--- src/rtl/text_buffer_ctrl_pkg.sv ---
// Shared constants, character codes and FSM encoding for the OLED text buffer.
package text_buffer_ctrl_pkg;

  localparam int TEXT_COLS = 16;
  localparam int TEXT_ROWS = 8;

  localparam logic [7:0] CH_BS    = 8'h08;
  localparam logic [7:0] CH_LF    = 8'h0A;
  localparam logic [7:0] CH_FF    = 8'h0C;
  localparam logic [7:0] CH_CR    = 8'h0D;
  localparam logic [7:0] CH_SPACE = 8'h20;

  typedef enum logic [1:0] {
    ST_CLEAR_ALL  = 2'd0,
    ST_IDLE       = 2'd1,
    ST_WRITE      = 2'd2,
    ST_CLEAR_LINE = 2'd3
  } state_e;

  function automatic logic is_printable(input logic [7:0] c);
    return (c >= 8'h20) && (c <= 8'h7E);
  endfunction

  // Logical row is rotated by the scroll offset; 3-bit add wraps mod 8.
  function automatic logic [6:0] phys_addr(input logic [2:0] row, input logic [2:0] top,
                                           input logic [3:0] col);
    logic [2:0] prow;
    prow = row + top;
    return {prow, col};
  endfunction

endpackage

--- src/rtl/text_buffer_ctrl_ram.sv ---
// 128x8 single-port synchronous character RAM with registered read data.
module text_ram (
  input  logic       clk,
  input  logic       rst,
  input  logic [6:0] addr,
  input  logic       we,
  input  logic [7:0] wdata,
  input  logic       re,
  output logic [7:0] rdata
);

  logic [7:0] mem [128];
  logic [7:0] rdata_q;

  always_ff @(posedge clk) begin
    if (we) mem[addr] <= wdata;
  end

  always_ff @(posedge clk or posedge rst) begin
    if (rst)     rdata_q <= 8'h00;
    else if (re) rdata_q <= mem[addr];
  end

  assign rdata = rdata_q;

endmodule

--- src/rtl/text_buffer_ctrl.sv ---
// Character buffer controller: display reads win the RAM, stream writes stall behind them.
// Optional cursor blink overlay on read data is enabled by TEXT_CURSOR_BLINK_EN.
module text_buffer_ctrl
  import text_buffer_ctrl_pkg::*;
#(
  parameter logic [7:0] FILL_CHAR   = 8'h20,
  parameter logic [7:0] CURSOR_CHAR = 8'h7F,
  parameter int         BLINK_BITS  = 23
) (
  input  logic       clk,
  input  logic       rst,
  input  logic       in_valid,
  input  logic [7:0] in_char,
  output logic       in_ready,
  input  logic       rd_en,
  input  logic [2:0] rd_row,
  input  logic [3:0] rd_col,
  output logic [7:0] rd_data,
  output logic       rd_ack,
  output logic [2:0] cursor_row,
  output logic [3:0] cursor_col,
  output logic       busy
);

  state_e     state_q, state_d;
  logic [2:0] row_q, row_d, top_q, top_d;
  logic [3:0] col_q, col_d;
  logic [6:0] clr_q, clr_d;
  logic [7:0] char_q, char_d;
  logic       rd_ack_q;
  logic       do_nl;

  logic       wr_req, ram_we;
  logic [6:0] wr_addr, ram_addr, rd_addr;
  logic [7:0] wr_data, ram_rdata;
  logic [2:0] line_row;

  always_ff @(posedge clk or posedge rst) begin
    if (rst) begin
      state_q  <= ST_CLEAR_ALL;
      row_q    <= 3'd0;
      col_q    <= 4'd0;
      top_q    <= 3'd0;
      clr_q    <= 7'd0;
      char_q   <= 8'h00;
      rd_ack_q <= 1'b0;
    end else begin
      state_q  <= state_d;
      row_q    <= row_d;
      col_q    <= col_d;
      top_q    <= top_d;
      clr_q    <= clr_d;
      char_q   <= char_d;
      rd_ack_q <= rd_en;
    end
  end

  // Every RAM-writing step holds while rd_en owns the port.
  always_comb begin
    state_d = state_q;
    row_d   = row_q;
    col_d   = col_q;
    top_d   = top_q;
    clr_d   = clr_q;
    char_d  = char_q;
    do_nl   = 1'b0;
    case (state_q)
      ST_CLEAR_ALL: begin
        if (!rd_en) begin
          if (clr_q == 7'd127) begin
            row_d   = 3'd0;
            col_d   = 4'd0;
            top_d   = 3'd0;
            state_d = ST_IDLE;
          end else begin
            clr_d = clr_q + 7'd1;
          end
        end
      end
      ST_IDLE: begin
        if (in_valid) begin
          char_d  = in_char;
          state_d = ST_WRITE;
        end
      end
      ST_WRITE: begin
        state_d = ST_IDLE;
        if (is_printable(char_q)) begin
          if (rd_en)                state_d = ST_WRITE;
          else if (col_q != 4'hF)   col_d = col_q + 4'd1;
          else                      do_nl = 1'b1;
        end else begin
          case (char_q)
            CH_LF: do_nl = 1'b1;
            CH_CR: col_d = 4'd0;
            CH_BS: if (col_q != 4'd0) col_d = col_q - 4'd1;
            CH_FF: begin
              clr_d   = 7'd0;
              state_d = ST_CLEAR_ALL;
            end
            default: ;
          endcase
        end
        if (do_nl) begin
          col_d = 4'd0;
          if (row_q != 3'd7) begin
            row_d = row_q + 3'd1;
          end else begin
            top_d   = top_q + 3'd1;
            clr_d   = 7'd0;
            state_d = ST_CLEAR_LINE;
          end
        end
      end
      ST_CLEAR_LINE: begin
        if (!rd_en) begin
          if (clr_q[3:0] == 4'hF) state_d = ST_IDLE;
          else                    clr_d = clr_q + 7'd1;
        end
      end
      default: state_d = ST_CLEAR_ALL;
    endcase
  end

  assign line_row = 3'd7 + top_q;

  always_comb begin
    in_ready = (state_q == ST_IDLE);
    busy     = (state_q == ST_CLEAR_ALL) || (state_q == ST_CLEAR_LINE);
    wr_req   = 1'b0;
    wr_addr  = clr_q;
    wr_data  = FILL_CHAR;
    case (state_q)
      ST_CLEAR_ALL:  wr_req = 1'b1;
      ST_WRITE: begin
        wr_req  = is_printable(char_q);
        wr_addr = phys_addr(row_q, top_q, col_q);
        wr_data = char_q;
      end
      ST_CLEAR_LINE: begin
        wr_req  = 1'b1;
        wr_addr = {line_row, clr_q[3:0]};
      end
      default: ;
    endcase
  end

  assign rd_addr  = phys_addr(rd_row, top_q, rd_col);
  assign ram_we   = wr_req && !rd_en;
  assign ram_addr = rd_en ? rd_addr : wr_addr;

  text_ram u_ram (
    .clk   (clk),
    .rst   (rst),
    .addr  (ram_addr),
    .we    (ram_we),
    .wdata (wr_data),
    .re    (rd_en),
    .rdata (ram_rdata)
  );

  assign rd_ack     = rd_ack_q;
  assign cursor_row = row_q;
  assign cursor_col = col_q;

`ifdef TEXT_CURSOR_BLINK_EN
  logic [BLINK_BITS-1:0] blink_q;
  logic [6:0]            rd_addr_q;

  always_ff @(posedge clk or posedge rst) begin
    if (rst) begin
      blink_q   <= '0;
      rd_addr_q <= 7'd0;
    end else begin
      blink_q <= blink_q + 1'b1;
      if (rd_en) rd_addr_q <= rd_addr;
    end
  end

  assign rd_data = (blink_q[BLINK_BITS-1] && (rd_addr_q == phys_addr(row_q, top_q, col_q)))
                   ? CURSOR_CHAR : ram_rdata;
`else
  logic unused_blink_cfg;
  assign unused_blink_cfg = ^{CURSOR_CHAR, BLINK_BITS[0]};
  assign rd_data = ram_rdata;
`endif

endmodule

--- config.mk ---
export PLATFORM = sky130hd
export DESIGN_NAME = text_buffer_ctrl
export DESIGN_NICKNAME = d
export VERILOG_FILES = /design/src/rtl/text_buffer_ctrl_pkg.sv /design/src/rtl/text_buffer_ctrl_ram.sv /design/src/rtl/text_buffer_ctrl.sv
export SDC_FILE = /design/constraint.sdc
export NUM_CORES = 1
export LEC_CHECK = 0
export CORE_MARGIN = 2
export CORE_UTILIZATION = 55
export DETAILED_ROUTE_END_ITERATION = 10
export GPL_TIMING_DRIVEN = 1
export PLACE_DENSITY_LB_ADDON = 0.12
export SLEW_MARGIN = 5
export SYNTH_ARGS = -nofsm -noshare
export SYNTH_HDL_FRONTEND = slang
export SYNTH_SLANG_ARGS = --single-unit
--- constraint.sdc ---
create_clock -name clk -period 4.41 [get_ports clk]
set_input_delay 0.882 -clock clk [delete_from_list [all_inputs] [get_ports clk]]
set_output_delay 0.882 -clock clk [all_outputs]
set_load 0.1 [all_outputs]
# After elaboration in Yosys (flattened, before gate mapping)
# Memory sizes are Yosys's and may differ from the RTL's. A register that Yosys moved wholly into a read port is not among the register bits.
# Cells that the tools add are included.
# classes
n_addsub	8
order_cmp	2
eq_ne	25
mux	48
n_reduce_logical	15
# op_table
operator	count
two-way mux 7 bit	9
equality test 8 x 4 -> 1 bit (second input constant)	4
two-way mux 4 bit	7
one-hot mux 7 bit (3 select lines)	1
inequality test 2 bit (second input constant)	10
AND reduction 5 bit	4
two-way mux 2 bit	9
two-way mux 3 bit	6
one-hot mux 4 bit (2 select lines)	2
one-hot mux 7 bit (2 select lines)	1
inequality test 4 bit (second input constant)	3
one-hot mux 3 bit (2 select lines)	2
>= comparator 8 x 6 -> 1 bit (second input constant)	1
less-or-equal comparator 8 x 7 -> 1 bit (second input constant)	1
two-way mux 1 bit	8
two-way mux 8 bit	1
one-hot mux 2 bit (4 select lines)	1
adder 7 x 1 -> 7 bit (second input constant)	1
equality test 7 bit (second input constant)	1
AND reduction 7 bit	1
adder 3 x 1 -> 3 bit (second input constant)	2
adder 3 bit	2
inequality test 5 x 3 -> 1 bit (second input constant)	1
inequality test 5 bit (second input constant)	1
other kinds (17)	19
# word_totals
register_bits	28
ramBits	1024
output_inout_bits	18
wordCells	106
mem_count	1
# mem_list
name	words	word_bits	read_ports	rd_clocked_by_memory_dff	write_ports	line	rtl
u_ram.mem	128	8	1	1	1	text_buffer_ctrl_ram.sv:12	logic [7:0] mem [128];

# Longest topological paths before layout
# depth
depth_word	7
mapped_depth	16
depth_no_buf	12

# Modules after synthesis
# From an unflattened synthesis, not the netlist that was laid out.
# unflattened
hier_cells	2489
hier_area_um2	42993.7
# by_module_without_submodules
module	n_inst	cells_per_inst	area_per_inst_um2	seq_area_each_um2
text_ram	1	2263	40918.0	30949.7
text_buffer_ctrl	1	226	2075.7	700.7

# Worst setup path after synthesis
# OpenSTA, ideal clock, no wires.
# synth_timing
kind	reg2reg
startpoint	register row_q[0], in the netlist cursor_row[0]
endpoint	memory u_ram.mem[100][0], enable pin
setup_time_ns	0.370
t_arrival_ns	3.619
required_time_ns	4.040
slack_ns	0.421
stages_incl_launch_ff	12
n_path_buf	1
path_cell_list	dfrtp_1 > or2_2 > ha_1 > fa_1 > xor2_1 > xnor2_1 > mux2_2 > o21ai_0 > nor2_1 > clkbuf_1 > nand2_1 > nor2_1
# synth_via
elab_chain_cells	3
# synth_lines
element	line	rtl
start: declaration	text_buffer_ctrl.sv:26	logic [2:0] row_q, row_d, top_q, top_d;
start signal: assignment	text_buffer_ctrl.sv:49	row_q <= row_d;
adder 3 bit	text_buffer_ctrl_pkg.sv:28	prow = row + top;
one-hot mux 7 bit (2 select lines)	text_buffer_ctrl.sv:133	case (state_q)
two-way mux 7 bit	text_buffer_ctrl.sv:150	assign ram_addr = rd_en ? rd_addr : wr_addr;
end: declaration	text_buffer_ctrl_ram.sv:12	
# Every way passes these cells.

# Final worst setup path
# layout_timing
startpoint	register state_q[0]
endpoint	memory u_ram.mem[105][5], enable pin
# layout_via
elab_chain_cells	6
elab_cells_between_ends	10
classes_between	eq/ne (2); mux (5); reduce/logical (3)
# layout_lines
element	line	rtl
start: declaration	text_buffer_ctrl.sv:25	state_e state_q, state_d;
start signal: assignment	text_buffer_ctrl.sv:48	state_q <= state_d;
equality test 2 bit / zero test 2 bit (equally long branches)	text_buffer_ctrl.sv:133	
OR reduction 2 bit (no source line)	n/a	
one-hot mux 1 bit (2 select lines)	text_buffer_ctrl.sv:133	
logical AND 1 bit	text_buffer_ctrl.sv:149	assign ram_we = wr_req && !rd_en;
two-way mux 1 bit	text_buffer_ctrl_ram.sv:16	if (we) mem[addr] <= wdata;
two-way mux 1 bit (implied by the code)	text_buffer_ctrl_ram.sv:16	
# Several ways; a longest one is shown, not always the timed one.

==> flow_metrics.tcl <==
set metrics [dict create \
    ir_drop_v 0.0008075 \
    dp_cells 3856 \
    rsz0062_at_grt "false" \
    h-tree-depth 3 \
    grt_max_degree 90 \
    most-common-layout-cells "1024 x edfxtp_1, 227 x buf_4, 181 x nand2_1, 169 x a21boi_0, 158 x and3_1" \
    crit_type "reg2reg" \
    grt_pass1_wl_mm 174.2 \
    final_max_slew_viol_count 0 \
    yosysTopAreaCell "edfxtp_1" \
    hold_viol_final 0 \
    critPathLaunchType "flip-flop" \
    viasPerCell 6.535 \
    finalNonFillerCells 4059 \
    drtIter0Drc 3316 \
    fill_cells 5646 \
    dp_hpwl_mm 72.42 \
    fin_crit_ns 4.149 \
    yosys-top-cells-area "edfxtp_1 70%, mux4_2 6.0%, a21boi_0 2.9%, and3_1 2.3%, dfrtp_1 2.1%" \
    gr-total-overflow 0 \
    synth_edf_count 1024 \
    port_buffers 36 \
    holdBufCountCts 0 \
    die_h_um 286.2 \
    initial_core_util_pct 55.53 \
    ys_async_sr_fraction_pct 3.396 \
    cts_resized 0 \
    yosys.area.top_type_share_pct 70.21 \
    track_usage_pct 28.70 \
    postSynthCellCount 2724 \
    status "complete, no violations" \
    clk_latency_ns 0.67 \
    synth-seq-cells 1060 \
    synth_area_um2 43800 \
    synth_ff_type "edfxtp_1" \
    wl_per_cell_um 28.73 \
    clk_pin_slew_ns 0.06 \
    cap_violations 0 \
    p_leak_nw 16.88 \
    worst_pin_slew_ns 1.191 \
    wl_mm 116.6 \
    diodes 0 \
    cts_made_buffers 107 \
    grt_pass1_vias 26210 \
    first_pass_iters 6 \
    remaining_drc_errors 0 \
    antenna_found_initial 4 \
    num_rows 103 \
    cp-end-kind "flip-flop" \
    path_max_fanout 13 \
    io_pins 37 \
    layout-drive-gt1-share_pct 19.74 \
    worstPathRequired_ns 4.78 \
    cts.sinks 1060 \
    cts_tree "yes" \
    p_per_area_nw_per_um2 537.2 \
    finalCritPeriodShare_pct 94.07 \
    antenna_left 0 \
    final_common_cell "edfxtp_1" \
    area_delta_synth_final_pct 15.20 \
    cts_root_buffer "clkbuf_16" \
    chipWidth_um 286.2 \
    fin_nets 2950 \
    totalNegativeSetupSlack_ns 0 \
    final_core_util_pct 63.97 \
    ys_types 68 \
    syn-num-nets 2759 \
    skew_ns 0.02670 \
    yosysSeqAreaShare_pct 72.26 \
    fmax_ghz 0.2410 \
    yosys_warnings 0 \
    slew_headroom_pct 20.27 \
    synth_area_per_cell_um2 16.08 \
    power_mw 27.10 \
    critPathArrivalTime_ns 4.51 \
    coreArea_um2 78870 \
    die_area_um2 81910 \
    vias 26520 \
    gp_congestion 0.8884 \
    min_path_type "reg2reg" \
    setup_viol_count_final 0 \
    clockBufferDepth 3 \
    postCtsSetupBuffers 0 \
]
-- per-stage QoR --
| step | hold WS, ns | worst slack [ns] | cell area, µm² |
|---|---|---|---|
| 2_1_floorplan | 0.4653 | 0.4207 | 43800 |
| 3_3_place_gp | 0.4981 | 0.1966 | 46880 |
| 3_5_place_dp | 0.5171 | 0.1556 | 46880 |
| 4_1_cts | 0.5221 | 0.2980 | 50460 |
| 5_1_grt | 0.5437 | 0.09493 | 50460 |
| 6_report | 0.5164 | 0.2615 | 50460 |
-- synth_stat cells (7+ instances only) --
library cell  instances
edfxtp_1           1024
nand2_1             182
a21boi_0            169
nor2_1              159
and3_1              158
clkbuf_1            133
mux4_2              116
o22ai_1             109
a211oi_1            101
o32ai_1              92
a21oi_1              66
a22oi_1              63
buf_2                49
dfrtp_1              36
nand3_1              24
o21ai_0              22
buf_6                14
ha_1                 14
inv_1                12
mux2_2               12
and2_1               11
buf_4                10
nand2b_1             10
or2_2                10
a32o_1                8
nor3_1                8
o32a_1                8
a41o_1                7
nor3b_1               7
o41a_1                7
o41ai_2               7
-- flip-flops by register name (all words and copies together), names as in the netlist --
signal / cells
cursor_col: 4
u_ram.mem: 1024
char_q: 8
rd_ack: 1
u_ram.rdata: 8
state_q: 2
top_q: 3
cursor_row: 3
clr_q: 7
-- final timing paths --
check	from	endpoint	slack (ns)	depth (start not counted)
min	clr_q[6]	clr_q[6]	0.52	1
max in group asynchronous	rst	u_ram.rdata[4]	2.90	3
max reg2reg	state_q[0]	u_ram.mem[105][5]	0.26	13
min in group asynchronous	rst	cursor_row[2]	0.70	2
max	state_q[0]	u_ram.mem[105][5]	0.26	13
min reg2reg	clr_q[6]	clr_q[6]	0.52	1
-- power breakdown --
| part | leakage [nW] | total (mW) | switching, mW | internal [mW] |
|---|---|---|---|---|
| Combinational | 5.41 | 6.06 | 4.03 | 2.03 |
| Clock | 1.74 | 9.23 | 3.82 | 5.41 |
| Sequential | 9.73 | 11.8 | 0.243 | 11.6 |
| Total | 16.9 | 27.1 | 8.10 | 19.0 |
-- layout make-up --
type                       instances  area (µm²)  area share, %
clock buffer                     140        2904          5.756
timing repair buffer             292        2640          5.232
multi-input combinational       1442       11230          22.25
sequential                      1060       31650          62.73
inverter                          12       45.04        0.08927
tap                             1050        1314          2.604
clock inverter                    63       675.6          1.339
-- worst max-delay path, stage by stage, from the launching register on --
cell and delay (ns):
dfrtp_1 0.43, ha_1 0.26, or2_2 0.29, ha_1 0.20, fa_1 0.41, xor2_1 0.21
xnor2_1 0.14, mux2_2 0.16, o21ai_1 0.05, buf_4 0.19, nor2_1 0.52, nand2_1 0.51
nor2_1 0.24, buf_4 0.22
-- cell families (layout without fill, tap and decap cells) --
| logic type | after synthesis | count (layout) | share of synthesized area, % |
|---|---|---|---|
| adders and majority gates | 16 | 16 | 0.4914 |
| DFF | 1060 | 1060 | 72.26 |
| xor gates and xnor gates | 7 | 7 | 0.1400 |
| muxes | 130 | 130 | 6.319 |
| and+or+nand+nor | 586 | 586 | 6.399 |
| AOI/OAI and AO/OA | 703 | 703 | 12.02 |
| buffers and inverters | 222 | 507 | 2.368 |
-- metal layers --
metal  vias up  part of all wire (%)  GRT usage, %
li1      11390                     -             -
met1     13580                    40         41.05
met2      1332                    48         45.26
met3       223                   8.4         4.690
met4         2                   3.4         10.17
met5         -                 0.011             0
Power figures use the tool's default switching activity.
